## config.mk

```make
export PLATFORM = sky130hd
export DESIGN_NAME = viterbi_sequencer_flat
export DESIGN_NICKNAME = d
export VERILOG_FILES = /design/src/rtl/viterbi_sequencer_pkg.sv /design/src/rtl/viterbi_sequencer_if.sv /design/src/rtl/viterbi_sequencer_frame_fifo.sv /design/src/rtl/viterbi_sequencer.sv /design/src/flat_wrapper.sv
export SDC_FILE = /design/constraint.sdc
export NUM_CORES = 1
export LEC_CHECK = 0
export ABC_AREA = 0
export CAP_MARGIN = 15
export CELL_PAD_IN_SITES_DETAIL_PLACEMENT = 1
export CELL_PAD_IN_SITES_GLOBAL_PLACEMENT = 1
export CORE_MARGIN = 1.5
export CORE_UTILIZATION = 43
export DETAILED_ROUTE_END_ITERATION = 7
export MAX_ROUTING_LAYER = met4
export PLACE_DENSITY = 0.81
export REMOVE_ABC_BUFFERS = 1
export SYNTH_ARGS = -nofsm -noshare
export SYNTH_HDL_FRONTEND = slang
export SYNTH_HIERARCHICAL = 1
export SYNTH_SLANG_ARGS = --single-unit
```

## constraint.sdc

```tcl
create_clock -name clk -period 4.8 [get_ports clk]
set_input_delay 0.48 -clock clk [delete_from_list [all_inputs] [get_ports clk]]
set_output_delay 0.48 -clock clk [all_outputs]
set_load 0.01 [all_outputs]
```

## src/rtl/viterbi_sequencer_pkg.sv

```systemverilog
// Shared types and widths for the Viterbi sequencer slice.
package viterbi_sequencer_pkg;

    localparam int unsigned CHAR_W = 5;
    localparam int unsigned PROB_W = 32;
    localparam int unsigned TOPK   = 3;
    localparam int unsigned SEQ_W  = 120;
    localparam int unsigned LEN_W  = 4;
    localparam int unsigned ERR_W  = 2;

    typedef logic [TOPK-1:0][CHAR_W-1:0] char_arr_t;
    typedef logic [TOPK-1:0][PROB_W-1:0] prob_arr_t;
    typedef logic [SEQ_W-1:0]            seq_t;
    typedef logic [LEN_W-1:0]            len_t;

    typedef struct packed {
        char_arr_t chars;
        prob_arr_t probs;
        logic      last;
    } frame_t;

    typedef enum logic [2:0] {
        ST_IDLE,
        ST_LOAD,
        ST_ISSUE,
        ST_WAIT,
        ST_DONE
    } state_t;

endpackage

```

## src/rtl/viterbi_sequencer_if.sv

```systemverilog
// Classifier-side frame handshake, Viterbi operand/step channel and word result.
interface viterbi_sequencer_if;
    import viterbi_sequencer_pkg::*;

    logic      frm_valid;
    logic      frm_ready;
    char_arr_t frm_char;
    prob_arr_t frm_prob;
    logic      frm_last;

    logic      vit_start;
    logic      vit_next;
    char_arr_t vit_char;
    prob_arr_t vit_prob;
    logic      vit_stepped;
    seq_t      vit_seq;

    logic             seq_valid;
    seq_t             seq;
    len_t             len;
    logic [ERR_W-1:0] err;

    modport master (
        output frm_valid, frm_char, frm_prob, frm_last, vit_stepped, vit_seq,
        input  frm_ready, vit_start, vit_next, vit_char, vit_prob,
               seq_valid, seq, len, err
    );

    modport slave (
        input  frm_valid, frm_char, frm_prob, frm_last, vit_stepped, vit_seq,
        output frm_ready, vit_start, vit_next, vit_char, vit_prob,
               seq_valid, seq, len, err
    );
endinterface

```

## src/rtl/viterbi_sequencer_frame_fifo.sv

```systemverilog
// Synchronous frame FIFO with registered full/empty flags and a flush input.
module viterbi_sequencer_frame_fifo
    import viterbi_sequencer_pkg::*;
#(
    parameter int unsigned DEPTH = 4
) (
    input  logic   clk,
    input  logic   rst,
    input  logic   flush,
    input  logic   push,
    input  frame_t din,
    input  logic   pop,
    output frame_t dout,
    output logic   empty,
    output logic   full
);

    localparam int unsigned AW = (DEPTH > 1) ? $clog2(DEPTH) : 1;
    localparam int unsigned CW = AW + 1;

    frame_t          mem [DEPTH];
    logic [AW-1:0]   wr_ptr_q;
    logic [AW-1:0]   rd_ptr_q;
    logic [CW-1:0]   count_q;
    logic [CW-1:0]   count_d;
    logic            push_ok;
    logic            pop_ok;

    // A push while full is refused even if a pop frees a slot that cycle.
    assign push_ok = push & ~full;
    assign pop_ok  = pop & ~empty;
    assign count_d = count_q + CW'(push_ok) - CW'(pop_ok);
    assign dout    = mem[rd_ptr_q];

    always_ff @(posedge clk) begin
        if (push_ok) begin
            mem[wr_ptr_q] <= din;
        end
    end

    always_ff @(posedge clk) begin
        if (rst || flush) begin
            wr_ptr_q <= '0;
            rd_ptr_q <= '0;
            count_q  <= '0;
            full     <= 1'b0;
            empty    <= 1'b1;
        end else begin
            if (push_ok) wr_ptr_q <= wr_ptr_q + AW'(1);
            if (pop_ok)  rd_ptr_q <= rd_ptr_q + AW'(1);
            count_q <= count_d;
            full    <= (count_d == CW'(DEPTH));
            empty   <= (count_d == '0);
        end
    end

endmodule

```

## src/rtl/viterbi_sequencer.sv

```systemverilog
// Feeds buffered classifier frames to the Viterbi decoder one step at a time
// and captures the decoded word once the last frame has been stepped.
module viterbi_sequencer
    import viterbi_sequencer_pkg::*;
#(
    parameter int unsigned FIFO_DEPTH = 4,
    parameter int unsigned MAX_LEN    = 15,
    parameter int unsigned TIMEOUT    = 255
) (
    input  logic                clk,
    input  logic                rst,
    viterbi_sequencer_if.slave  bus
);

    localparam int unsigned TMR_W = $clog2(TIMEOUT + 1);

    state_t           state_q, state_d;
    len_t             len_q, len_d;
    logic [TMR_W-1:0] timer_q, timer_d;
    frame_t           op_q, op_d;
    logic             start_q, start_d;
    logic             next_q, next_d;
    logic             seqv_q, seqv_d;
    seq_t             seq_q, seq_d;
    len_t             olen_q, olen_d;
    logic [ERR_W-1:0] err_q, err_d;

    logic             pop_c;
    logic             flush_c;
    logic             push_c;
    logic             empty;
    logic             full;
    frame_t           frm_in;
    frame_t           head;

    assign frm_in = {bus.frm_char, bus.frm_prob, bus.frm_last};
    assign push_c = bus.frm_valid & ~full;

    viterbi_sequencer_frame_fifo #(
        .DEPTH (FIFO_DEPTH)
    ) u_fifo (
        .clk   (clk),
        .rst   (rst),
        .flush (flush_c),
        .push  (push_c),
        .din   (frm_in),
        .pop   (pop_c),
        .dout  (head),
        .empty (empty),
        .full  (full)
    );

    always_ff @(posedge clk) begin
        if (rst) begin
            state_q <= ST_IDLE;
            len_q   <= '0;
            timer_q <= '0;
            op_q    <= '0;
            start_q <= 1'b0;
            next_q  <= 1'b0;
            seqv_q  <= 1'b0;
            seq_q   <= '0;
            olen_q  <= '0;
            err_q   <= '0;
        end else begin
            state_q <= state_d;
            len_q   <= len_d;
            timer_q <= timer_d;
            op_q    <= op_d;
            start_q <= start_d;
            next_q  <= next_d;
            seqv_q  <= seqv_d;
            seq_q   <= seq_d;
            olen_q  <= olen_d;
            err_q   <= err_d;
        end
    end

    // Next-state and registered-output logic; pulses default low so they last one cycle.
    always_comb begin
        state_d = state_q;
        len_d   = len_q;
        timer_d = timer_q;
        op_d    = op_q;
        start_d = 1'b0;
        next_d  = 1'b0;
        seqv_d  = 1'b0;
        seq_d   = seq_q;
        olen_d  = olen_q;
        err_d   = err_q;
        pop_c   = 1'b0;
        flush_c = 1'b0;

        unique case (state_q)
            ST_IDLE: begin
                if (!empty) state_d = ST_LOAD;
            end
            ST_LOAD: begin
                if (!empty) begin
                    pop_c = 1'b1;
                    if (len_q == LEN_W'(MAX_LEN)) begin
                        // Word already full: drop the frame, finish only on its last flag.
                        err_d[1] = 1'b1;
                        if (head.last) state_d = ST_DONE;
                    end else begin
                        op_d    = head;
                        start_d = (len_q == '0);
                        next_d  = (len_q != '0);
                        state_d = ST_ISSUE;
                    end
                end
            end
            ST_ISSUE: begin
                timer_d = '0;
                state_d = ST_WAIT;
            end
            ST_WAIT: begin
                if (bus.vit_stepped) begin
                    len_d   = len_q + LEN_W'(1);
                    timer_d = '0;
                    state_d = op_q.last ? ST_DONE : ST_LOAD;
                end else if (timer_q == TMR_W'(TIMEOUT - 1)) begin
                    err_d[0] = 1'b1;
                    flush_c  = 1'b1;
                    len_d    = '0;
                    timer_d  = '0;
                    state_d  = ST_IDLE;
                end else begin
                    timer_d = timer_q + TMR_W'(1);
                end
            end
            ST_DONE: begin
                seq_d   = bus.vit_seq;
                olen_d  = len_q;
                seqv_d  = 1'b1;
                len_d   = '0;
                state_d = ST_IDLE;
            end
            default: begin
                state_d = ST_IDLE;
            end
        endcase
    end

    assign bus.frm_ready = ~full;
    assign bus.vit_start = start_q;
    assign bus.vit_next  = next_q;
    assign bus.vit_char  = op_q.chars;
    assign bus.vit_prob  = op_q.probs;
    assign bus.seq_valid = seqv_q;
    assign bus.seq       = seq_q;
    assign bus.len       = olen_q;
    assign bus.err       = err_q;

endmodule

```

## src/flat_wrapper.sv

```systemverilog
// flat-port wrapper written by rule: the top's interface ports become plain ports
module viterbi_sequencer_flat import viterbi_sequencer_pkg::*;
#(
    parameter int unsigned FIFO_DEPTH = 4,
    parameter int unsigned MAX_LEN    = 15,
    parameter int unsigned TIMEOUT    = 255
)
  (clk, rst, bus_frm_valid, bus_frm_char, bus_frm_prob, bus_frm_last, bus_vit_stepped, bus_vit_seq, bus_frm_ready, bus_vit_start, bus_vit_next, bus_vit_char, bus_vit_prob, bus_seq_valid, bus_seq, bus_len, bus_err);
  viterbi_sequencer_if bus_i ();
  input  logic clk;
  input  logic rst;
  input wire logic [$bits(bus_i.frm_valid)-1:0] bus_frm_valid;
  input wire logic [$bits(bus_i.frm_char)-1:0] bus_frm_char;
  input wire logic [$bits(bus_i.frm_prob)-1:0] bus_frm_prob;
  input wire logic [$bits(bus_i.frm_last)-1:0] bus_frm_last;
  input wire logic [$bits(bus_i.vit_stepped)-1:0] bus_vit_stepped;
  input wire logic [$bits(bus_i.vit_seq)-1:0] bus_vit_seq;
  output wire logic [$bits(bus_i.frm_ready)-1:0] bus_frm_ready;
  output wire logic [$bits(bus_i.vit_start)-1:0] bus_vit_start;
  output wire logic [$bits(bus_i.vit_next)-1:0] bus_vit_next;
  output wire logic [$bits(bus_i.vit_char)-1:0] bus_vit_char;
  output wire logic [$bits(bus_i.vit_prob)-1:0] bus_vit_prob;
  output wire logic [$bits(bus_i.seq_valid)-1:0] bus_seq_valid;
  output wire logic [$bits(bus_i.seq)-1:0] bus_seq;
  output wire logic [$bits(bus_i.len)-1:0] bus_len;
  output wire logic [$bits(bus_i.err)-1:0] bus_err;
  assign bus_i.frm_valid = bus_frm_valid;
  assign bus_i.frm_char = bus_frm_char;
  assign bus_i.frm_prob = bus_frm_prob;
  assign bus_i.frm_last = bus_frm_last;
  assign bus_i.vit_stepped = bus_vit_stepped;
  assign bus_i.vit_seq = bus_vit_seq;
  assign bus_frm_ready = bus_i.frm_ready;
  assign bus_vit_start = bus_i.vit_start;
  assign bus_vit_next = bus_i.vit_next;
  assign bus_vit_char = bus_i.vit_char;
  assign bus_vit_prob = bus_i.vit_prob;
  assign bus_seq_valid = bus_i.seq_valid;
  assign bus_seq = bus_i.seq;
  assign bus_len = bus_i.len;
  assign bus_err = bus_i.err;
  viterbi_sequencer #(.FIFO_DEPTH(FIFO_DEPTH), .MAX_LEN(MAX_LEN), .TIMEOUT(TIMEOUT)) u_core (.clk(clk), .rst(rst), .bus(bus_i));
endmodule
```

==> impl_metrics.env, run 1 <==
export IMPL_syn_inst=1903
export IMPL_syn2layout_area_growth_pct=26.1
export IMPL_required_ns=5.32
export IMPL_ys_flop_type="edfxtp_1"
export IMPL_reg2reg_slack_ns=1.78
export IMPL_grt_max_degree=138
export IMPL_power_w=0.0161
export IMPL_finalSetupViolations=0
export IMPL_postCtsSetupBuffers=0
export IMPL_grt_pass1_vias=17634
export IMPL_crit_start="u_core/state_q[2]$_SDFFE_PP0P_"
export IMPL_clock_latency_ns=0.61
export IMPL_fin_crit_sh_pct=62.9
export IMPL_avgSynthCellArea_um2=14.1
export IMPL_synth_top_area_cell="edfxtp_1"
export IMPL_clock_fmax_mhz=331
export IMPL_num_rows=91
export IMPL_r2r_start="u_core/state_q[2]$_SDFFE_PP0P_"
export IMPL_async_reset_ff_share_pct=0
export IMPL_drtPass1Iterations=5
export IMPL_cts_sinks=715
export IMPL_drt_wl_total_mm=74.3
export IMPL_synth_edff_count=448
export IMPL_hold_violations=0
export IMPL_holdBufCountCts=0
export IMPL_vias_per_cell=5.20
export IMPL_wl_per_cell_um=23.5
export IMPL_die_area_mm2=0.0638
export IMPL_drtIter0Drc=1090
export IMPL_ctsLongestPathBuffers=3
export IMPL_post_cts_resized=0
export IMPL_dpl_hpwl_mm=48.3
export IMPL_pwr_share_comb_pct=15.8
export IMPL_setup_ws_ns=1.78
export IMPL_synthDistinctLibCells=54
export IMPL_num_vias=16412
export IMPL_post_dp_cell_area_mm2=0.0313
export IMPL_ys_seq_area_share_pct=70.2
export IMPL_grt_pass1_wl_mm=109
export IMPL_core_region_area_mm2=0.0616
export IMPL_gp_congestion=0.837
export IMPL_globalRouteTotalUtil_pct=23.7
export IMPL_portBuffers=476
export IMPL_grt_ovfl_total=0
export IMPL_pwr_share_clk_pct=35.1
export IMPL_internal_power_w=0.0120
export IMPL_maxSlewHeadroom_pct=30.3
export IMPL_dieHeight_um=252
export IMPL_path_class="flop to flop"
export IMPL_tightest_slew_ns=1.05
export IMPL_root_buffer="clkbuf_16"
export IMPL_endpoint_kind="flop"
export IMPL_synth_seq_cells=715
export IMPL_ys_warn_count=6
export IMPL_min_path_type="input port to flop"
export IMPL_cts_tree="yes"
export IMPL_critPathArrivalTime_ns=3.54
export IMPL_syn_area_mm2=0.0268
export IMPL_maxCapViolCount=0
export IMPL_synth_top_cells_by_area="edfxtp_1 (50%), dfxtp_1 (20%), mux4_2 (9.4%)"
export IMPL_slew_violations=0
export IMPL_period_needed_ns=3.02
export IMPL_rr_endpoint="u_core/bus.vit_prob[4]$_SDFFE_PP0P_"
export IMPL_numCtsBuffers=75
export IMPL_antenna_left=0
export IMPL_fin_skew_ns=0.0203
export IMPL_critical_path_startpoint_type="flop"
export IMPL_crit_fanout=74
export IMPL_design_area_mm2=0.0337
export IMPL_nNetsFinal=2497
export IMPL_seqPwrFrac_pct=49.1
export IMPL_yosys_area_top_type_share_pct=50.3
export IMPL_die_w_um=252
export IMPL_sw_frac_of_total_pct=25.7
export IMPL_cts_clk_slew_worst_paths_ns=0.06
export IMPL_cellLeakagePower_nw=10.7
export IMPL_power_density_mw_per_mm2=478
export IMPL_pre_cts_ws_ns=1.34
export IMPL_ios=477
export IMPL_start_util_pct=43.5
export IMPL_r2r_cells=5
export IMPL_route_detailed_drc=0
export IMPL_worstSetupEndpoint="u_core/bus.vit_prob[4]$_SDFFE_PP0P_"
export IMPL_outcome="completed"
export IMPL_cts_max_level=3
export IMPL_rsz0062_at_grt="no"
export IMPL_p_switching_w=0.00415
export IMPL_antenna_found_initial=11
export IMPL_max_vdd_ir_drop_v=0.000287
export IMPL_drive_gt1_share_pct=11.3
-- how the worst min path moves through the flow --
stage | from | endpoint | slack [ns] | cells past startpoint
floorplan | u_core/op_q[0]$_SDFFE_PP0P_ | u_core/op_q[0]$_SDFFE_PP0P_ | 0.44 | 2
global placement | u_core/bus.seq[0]$_SDFFE_PP0P_ | u_core/bus.seq[0]$_SDFFE_PP0P_ | 0.44 | 2
detailed placement | u_core/bus.seq[66]$_SDFFE_PP0P_ | u_core/bus.seq[66]$_SDFFE_PP0P_ | 0.45 | 2
CTS | rst | u_core/bus.vit_char[1]$_SDFFE_PP0P_ | 0.28 | 2
global route | rst | u_core/bus.vit_prob[19]$_SDFFE_PP0P_ | 0.31 | 2
finish | rst | u_core/bus.vit_char[10]$_SDFFE_PP0P_ | 0.29 | 2
-- synth_stat cells (2+ instances only) --
library cell	count
nand2_1	481
edfxtp_1	448
dfxtp_1	267
a21oi_1	249
buf_4	115
mux4_2	112
clkbuf_1	58
buf_2	28
nor2_1	17
inv_1	11
and2_1	10
buf_6	10
ha_1	10
buf_12	9
nand3_1	8
o21ai_0	7
nor2b_1	6
a211oi_1	4
buf_1	4
nand3b_1	4
xnor2_1	4
nand2b_1	3
nor3_1	3
a21o_1	2
clkbuf_2	2
nand4_1	2
nand4b_1	2
-- power groups by stage --
| stage | registers, W | clock network (W) | logic (W) |
|---|---|---|---|
| 2_1_floorplan | 0.00810 | 0 | 0.00126 |
| 3_3_place_gp | 0.00795 | 0 | 0.00250 |
| 6_report | 0.00792 | 0.00566 | 0.00256 |
| 4_1_cts | 0.00793 | 0.00579 | 0.00260 |
| 3_5_place_dp | 0.00804 | 0 | 0.00256 |
| 5_1_grt | 0.00801 | 0.00598 | 0.00274 |
-- cells by family (layout without fill, tap and decap cells) --
logic type,after synthesis,count (layout),share of synthesized area (%)
xor+xnor,5,5,0.164
other cells,0,12,0
flops,715,715,70.2
mux,113,113,9.46
fa+ha+maj,11,11,0.542
buf+inv,237,643,5.90
simple gates,549,549,8.34
compound gates,273,273,5.35
-- worst max-delay path, cell delays in order, from the launching register on --
cell	delay, ns
dfxtp_1	0.49
nor4b_4	0.55
and2_4	0.91
buf_4	0.56
nand2_1	0.15
a21oi_1	0.21
-- routing by layer --
metal	vias to the layer above	routed length, µm	GRT usage (%)
li1	7408	-	-
met1	8235	27700	26.9
met2	657	38000	40.3
met3	112	6010	5.57
met4	0	2620	9.72
met5	-	0	-
-- flip-flops by register name, indices dropped and copies added (netlist names), 3 cells and up, named ones only --
register,count
u_core/len_q,4
u_core/u_fifo/count_q,3
u_core/bus.vit_prob,96
u_core/bus.seq,120
u_core/timer_q,8
u_core/bus.vit_char,15
u_core/bus.len,4
u_core/u_fifo/mem,448
u_core/state_q,3
-- cells in the final DEF (no fill, tap or decap), types with 3 or more instances in the layout --
cell type        netlist  layout
a211oi_1               4       4
a21oi_1              249     249
and2_1                10       4
and2_4                 0       6
buf_12                 9       7
buf_4                115      13
bufinv_16              0       4
clkbuf_1              58      22
clkbuf_16              0      77
clkbuf_8               0       8
clkdlybuf4s50_1        0     475
clkinv_1               0       5
clkinv_2               0      12
clkinvlp_4             0       4
dfxtp_1              267     265
diode_2                0      12
edfxtp_1             448     448
ha_1                  10      10
inv_1                 11      11
mux4_2               112     112
nand2_1              481     479
nand2b_1               3       3
nand3_1                8       8
nand3b_1               4       4
nor2_1                17      17
nor2b_1                6       6
nor3_1                 3       3
o21ai_0                7       7
xnor2_1                4       4
-- final cells by class --
| type | instances | area [µm²] |
|---|---|---|
| antenna | 12 | 30.0 |
| clock buffer | 107 | 2120 |
| clock inverter | 29 | 272 |
| fill | 6030 | 27900 |
| inverter | 11 | 41.3 |
| multi-input combinational | 951 | 6420 |
| sequential | 715 | 18800 |
| tap | 837 | 1050 |
| timing repair buffer | 496 | 5010 |
-- metrics by stage --
stage / setup TNS (ns) / instances / util [%] / hold slack, ns
detailed placement: 0 / 3010 / 50.8 / 0.448
finish: 0 / 3158 / 54.8 / 0.289
floorplan: -90.00 / 1677 / - / 0.438
global placement: 0 / 3010 / 50.8 / 0.441
CTS: 0 / 3146 / 54.7 / 0.277
global route: 0 / 3157 / 54.8 / 0.314
(Power assumes the default switching activity.)
==> run 2: changes to the inputs <==
--- a/config.mk
+++ b/config.mk
@@ -10,10 +10,10 @@
 export CELL_PAD_IN_SITES_DETAIL_PLACEMENT = 1
 export CELL_PAD_IN_SITES_GLOBAL_PLACEMENT = 1
 export CORE_MARGIN = 1.5
-export CORE_UTILIZATION = 43
+export CORE_UTILIZATION = 39
 export DETAILED_ROUTE_END_ITERATION = 7
 export MAX_ROUTING_LAYER = met4
-export PLACE_DENSITY = 0.81
+export PLACE_DENSITY = 0.77
 export REMOVE_ABC_BUFFERS = 1
 export SYNTH_ARGS = -nofsm -noshare
 export SYNTH_HDL_FRONTEND = slang
==> constraint.sdc (replaced) <==
create_clock -name clk -period 2.63 [get_ports clk]
set_input_delay 0.263 -clock clk [delete_from_list [all_inputs] [get_ports clk]]
set_output_delay 0.263 -clock clk [all_outputs]
set_load 0.01 [all_outputs]
==> run 2 against run 1 <==
Against the previous run:
- final area is 1.7% higher
- clock-buffer cell count is 1 lower
- combinational power is 97% higher
- core utilization is 3.9 points lower
- via count hardly changed
- fmax is 25% higher
- setup slack worse by 1.6 ns
- critical path type unchanged
- highest routed layer unchanged
==> impl_metrics.env, run 2 (same netlist as run 1, synthesis figures left out) <==
export IMPL_outcome="completed"
export IMPL_antenna_left=0
export IMPL_grt_pass1_vias=17487
export IMPL_fillers=6706
export IMPL_power_w=0.0296
export IMPL_cts_max_level=3
export IMPL_crit_buf_inv=2
export IMPL_core_region_area_mm2=0.0675
export IMPL_grt_pass1_wl_mm=110
export IMPL_met1Wirelength_mm=28.3
export IMPL_seq_area_mm2=0.0188
export IMPL_final_cell_mix="nand2_1 (479), clkdlybuf4s50_1 (475), edfxtp_1 (448), dfxtp_1 (265), a21oi_1 (249)"
export IMPL_crit_family="adder cells"
export IMPL_largest_reg_flops=448
export IMPL_path_class="flop to flop"
export IMPL_hold_violations=0
export IMPL_postCtsSetupBuffers=0
export IMPL_period_needed_ns=2.42
export IMPL_dieHeight_um=265
export IMPL_critical_path_startpoint_type="flop"
export IMPL_critPathArrivalTime_ns=2.94
export IMPL_cp_cell_sequence="nor4b_4 -> nor2b_2 -> ha_1 -> inv_1 -> ha_1 -> inv_1 -> fa_1 -> xnor2_2 -> xnor2_2 -> nor3b_1"
export IMPL_met3_length_mm=5.53
export IMPL_pre_cts_ws_ns=-0.114
export IMPL_wl_per_cell_um=22.8
export IMPL_crit_fanout=3
export IMPL_rsz0062_at_grt="no"
export IMPL_critPathSlowestCell="fa_1"
export IMPL_grt_ovfl_total=0
export IMPL_ios=477
export IMPL_final_common_cell="nand2_1"
export IMPL_maxSlewHeadroom_pct=53.5
export IMPL_clock_fmax_mhz=413
export IMPL_nNetsFinal=2529
export IMPL_cts_tree="yes"
export IMPL_endpoint_kind="flop"
export IMPL_fin_crit_sh_pct=92.0
export IMPL_slew_violations=0
export IMPL_cellLeakagePower_nw=11.0
export IMPL_num_vias=16428
export IMPL_drive_gt1_share_pct=12.5
export IMPL_multi_input_area_mm2=0.00643
export IMPL_antenna_found_initial=14
export IMPL_grt_max_degree=88
export IMPL_globalRouteTotalUtil_pct=21.5
export IMPL_tightest_slew_ns=0.698
export IMPL_die_w_um=265
export IMPL_holdWs_ns=0.135
export IMPL_min_path_type="input port to flop"
export IMPL_portBuffers=476
export IMPL_finalSetupViolations=0
export IMPL_post_cts_resized=0
export IMPL_gp_congestion=0.847
export IMPL_crit_path_max_incr_delay_ns=0.43
export IMPL_cts_clk_slew_worst_paths_ns=0.06
export IMPL_holdBufCountCts=0
export IMPL_wl_met2_mm=37.7
export IMPL_design_area_mm2=0.0343
export IMPL_num_rows=95
export IMPL_cts_sinks=715
export IMPL_utilization_pct=50.8
export IMPL_ctsLongestPathBuffers=3
export IMPL_fin_skew_ns=0.0189
export IMPL_drt_wl_total_mm=73.8
export IMPL_power_density_mw_per_mm2=862
export IMPL_setup_ws_ns=0.209
export IMPL_post_dp_cell_area_mm2=0.0319
export IMPL_root_buffer="clkbuf_16"
export IMPL_drtIter0Drc=1050
export IMPL_die_area_mm2=0.0702
export IMPL_drtPass1Iterations=5
export IMPL_route_detailed_drc=0
export IMPL_syn2layout_area_growth_pct=28.2
export IMPL_max_vdd_ir_drop_v=0.000522
export IMPL_dpl_hpwl_mm=50.3
export IMPL_largest_register="u_core/u_fifo/mem"
export IMPL_required_ns=3.15
export IMPL_numCtsBuffers=76
export IMPL_vias_per_cell=5.09
export IMPL_top_layer_used="met4"
export IMPL_maxCapViolCount=0
export IMPL_start_util_pct=39.6
export IMPL_clock_latency_ns=0.61
[run 2: changes by cell type in the layout (fill, tap and decap cells not counted), sizes merged]
cell      before  now
clkbuf       107  106
clkinvlp       4    3
diode         12   14
clkinv        19   23
inv           13   16
bufinv         4    2
buf           21   52
[run 2: metal layers]
layer  up-vias  global-route usage, %
li1       7500                      -
met1      8280                   24.5
met2       547                   37.2
met3       101                   5.32
met4         0                   7.07
met5         -                      -
[run 2: cell type report]
class / count / area share, %
clock inverters: 33 / 0.747
inverters: 11 / 0.120
repair buffers: 527 / 16.1
clock buffers: 106 / 6.16
flip-flops and latches: 715 / 54.8
multi-input cells: 951 / 18.7
diodes: 14 / 0.102
well taps: 873 / 3.18
[run 2: report_power, final]
part / switching, W / internal, W
Combinational: 0.00268 / 0.00235
Clock: 0.00432 / 0.00585
Sequential: 0.000575 / 0.0138
[run 2: stage by stage]
step / cells / TNS, ns
6_report: 3230 / 0
5_1_grt: 3230 / 0
4_1_cts: 3216 / 0
3_5_place_dp: 3077 / -0.191
3_3_place_gp: 3077 / -0.221
2_1_floorplan: 1677 / -937.49
[run 2: worst paths after layout]
| check | start | to | slack (ns) | depth (start not counted) |
|---|---|---|---|---|
| max | u_core/state_q[2]$_SDFFE_PP0P_ | u_core/u_fifo/full$_SDFF_PP0_ | 0.21 | 10 |
| min | rst | u_core/bus.vit_prob[14]$_SDFFE_PP0P_ | 0.13 | 2 |
| max reg2reg | u_core/state_q[2]$_SDFFE_PP0P_ | u_core/u_fifo/full$_SDFF_PP0_ | 0.21 | 10 |
| min reg2reg | u_core/bus.seq[58]$_SDFFE_PP0P_ | u_core/bus.seq[58]$_SDFFE_PP0P_ | 0.46 | 2 |
[run 2: worst reg2reg max path, stage by stage (launching register included)]
cell     delay (ns)
dfxtp_1        0.33
nor4b_4        0.28
nor2b_2        0.23
ha_1           0.26
inv_1          0.06
ha_1           0.14
inv_1          0.05
fa_1           0.43
xnor2_2        0.20
xnor2_2        0.15
nor3b_1        0.21
==> run 3: changes to the inputs <==
--- a/config.mk
+++ b/config.mk
@@ -9,10 +9,9 @@
 export CAP_MARGIN = 15
 export CELL_PAD_IN_SITES_DETAIL_PLACEMENT = 1
 export CELL_PAD_IN_SITES_GLOBAL_PLACEMENT = 1
-export CORE_MARGIN = 1.5
+export CORE_MARGIN = 2
 export CORE_UTILIZATION = 39
 export DETAILED_ROUTE_END_ITERATION = 7
-export MAX_ROUTING_LAYER = met4
 export PLACE_DENSITY = 0.77
 export REMOVE_ABC_BUFFERS = 1
 export SYNTH_ARGS = -nofsm -noshare
==> run 3 against run 2 <==
Against the previous run:
- clock power increased by 4%
- largest cell class unchanged
- via count increased by 0.40%
- global-route usage decreased by 0.84 points
- register-to-register slack about the same
- critical path type unchanged
- setup slack got worse by 0.015 ns
- final area decreased by 0.17%
- core utilization decreased by 0.61 points
- combinational power decreased by 2%
- critical endpoint unchanged
- fmax decreased by 0.60%
- non-clock buffer count decreased by 4
- clock-buffer cell count decreased by 1
==> impl_metrics.env, run 3 (same netlist as run 1, synthesis figures left out) <==
export IMPL_fin_crit_sh_pct=92.6
export IMPL_fillers=6758
export IMPL_finalSetupViolations=0
export IMPL_root_buffer="clkbuf_16"
export IMPL_required_ns=3.15
export IMPL_fin_skew_ns=0.0167
export IMPL_num_rows=96
export IMPL_reg2reg_slack_ns=0.19
export IMPL_drt_wl_total_mm=73.9
export IMPL_final_common_cell="nand2_1"
export IMPL_die_area_mm2=0.0707
export IMPL_portBuffers=476
export IMPL_power_density_mw_per_mm2=873
export IMPL_drtPass1Iterations=5
export IMPL_cts_tree="yes"
export IMPL_outcome="completed"
export IMPL_largest_reg_flops=448
export IMPL_critPathArrivalTime_ns=2.95
export IMPL_hold_violations=0
export IMPL_route_detailed_drc=0
export IMPL_globalRouteTotalUtil_pct=20.7
export IMPL_nNetsFinal=2524
export IMPL_syn2layout_area_growth_pct=28.0
export IMPL_rsz0062_at_grt="no"
export IMPL_grt_ovfl_total=0
export IMPL_power_w=0.0299
export IMPL_cellLeakagePower_nw=11.0
export IMPL_path_class="flop to flop"
export IMPL_clock_latency_ns=0.61
export IMPL_multi_input_area_mm2=0.00642
export IMPL_final_cell_mix="nand2_1 (479), clkdlybuf4s50_1 (475), edfxtp_1 (448), dfxtp_1 (265), a21oi_1 (249)"
export IMPL_tightest_slew_ns=0.694
export IMPL_dpl_hpwl_mm=48.7
export IMPL_ios=477
export IMPL_wl_per_cell_um=22.9
export IMPL_critical_path_startpoint_type="flop"
export IMPL_num_vias=16494
export IMPL_dieHeight_um=266
export IMPL_vias_per_cell=5.11
export IMPL_gp_congestion=0.802
export IMPL_drtIter0Drc=947
export IMPL_core_region_area_mm2=0.0682
export IMPL_cts_clk_slew_worst_paths_ns=0.06
export IMPL_largest_register="u_core/u_fifo/mem"
export IMPL_maxCapViolCount=0
export IMPL_cts_sinks=715
export IMPL_holdBufCountCts=0
export IMPL_r2r_cells=10
export IMPL_slew_violations=0
export IMPL_ctsLongestPathBuffers=3
export IMPL_start_util_pct=39.2
export IMPL_min_path_type="input port to flop"
export IMPL_grt_pass1_vias=17876
export IMPL_design_area_mm2=0.0343
export IMPL_antenna_left=0
export IMPL_cts_max_level=3
export IMPL_clock_fmax_mhz=411
export IMPL_maxSlewHeadroom_pct=53.8
export IMPL_period_needed_ns=2.44
export IMPL_numCtsBuffers=75
export IMPL_drive_gt1_share_pct=12.5
export IMPL_grt_max_degree=106
export IMPL_seq_area_mm2=0.0188
export IMPL_antenna_found_initial=20
export IMPL_post_dp_cell_area_mm2=0.0318
export IMPL_endpoint_kind="flop"
export IMPL_die_w_um=266
export IMPL_post_cts_resized=0
export IMPL_grt_pass1_wl_mm=111
export IMPL_postCtsSetupBuffers=0
export IMPL_crit_fanout=3
export IMPL_min_path_cells=2
export IMPL_max_vdd_ir_drop_v=0.000502
==> run 3: layout make-up <==
cell class / count / area share [%]
sequential: 715 / 54.9
multi-input combinational: 951 / 18.7
clock inverter: 33 / 0.920
antenna: 6 / 0.0438
timing repair buffer: 523 / 15.8
inverter: 11 / 0.121
tap: 882 / 3.22
clock buffer: 105 / 6.29
==> run 3: final timing paths <==
check	endpoint	from
min	u_core/bus.vit_prob[3]$_SDFFE_PP0P_	rst
max	u_core/u_fifo/full$_SDFF_PP0_	u_core/state_q[2]$_SDFFE_PP0P_
min reg2reg	u_core/bus.vit_prob[41]$_SDFFE_PP0P_	u_core/bus.vit_prob[41]$_SDFFE_PP0P_
max reg2reg	u_core/u_fifo/full$_SDFF_PP0_	u_core/state_q[2]$_SDFFE_PP0P_
==> run 3: where the power goes <==
| group | switching, W | internal (W) | total [W] |
|---|---|---|---|
| Sequential | 0.000588 | 0.0138 | 0.0144 |
| Clock | 0.00444 | 0.00617 | 0.0106 |
| Combinational | 0.00265 | 0.00228 | 0.00493 |
==> run 3: metrics by stage <==
step	instances	TNS [ns]	utilization, %	hold WS [ns]	setup WS [ns]
after floorplan	1677	-937.49	-	0.332	-3.21
after global placement	3082	-0.104	46.6	0.441	-0.0665
after detailed placement	3082	-0.104	46.6	0.448	-0.0783
after CTS	3220	0	50.2	0.154	0.177
after global routing	3226	0	50.2	0.185	0.0194
final	3226	0	50.2	0.172	0.195
==> run 3: per-layer routing <==
layer	GRT usage, %	vias to the layer above	share of wire, %
li1	-	7459	-
met1	24.4	8350	39
met2	36.3	525	51
met3	5.97	134	7.4
met4	6.79	26	2.5
met5	0	-	0.24
==> run 3: worst max-delay path, stage by stage, from the launching register on <==
cell and delay (ns):
dfxtp_1 0.34, nor4b_4 0.29, nor2b_1 0.22, ha_1 0.26, inv_1 0.06, ha_1 0.14
inv_1 0.05, fa_1 0.40, xnor2_1 0.21, xnor2_1 0.18, nor3b_1 0.21
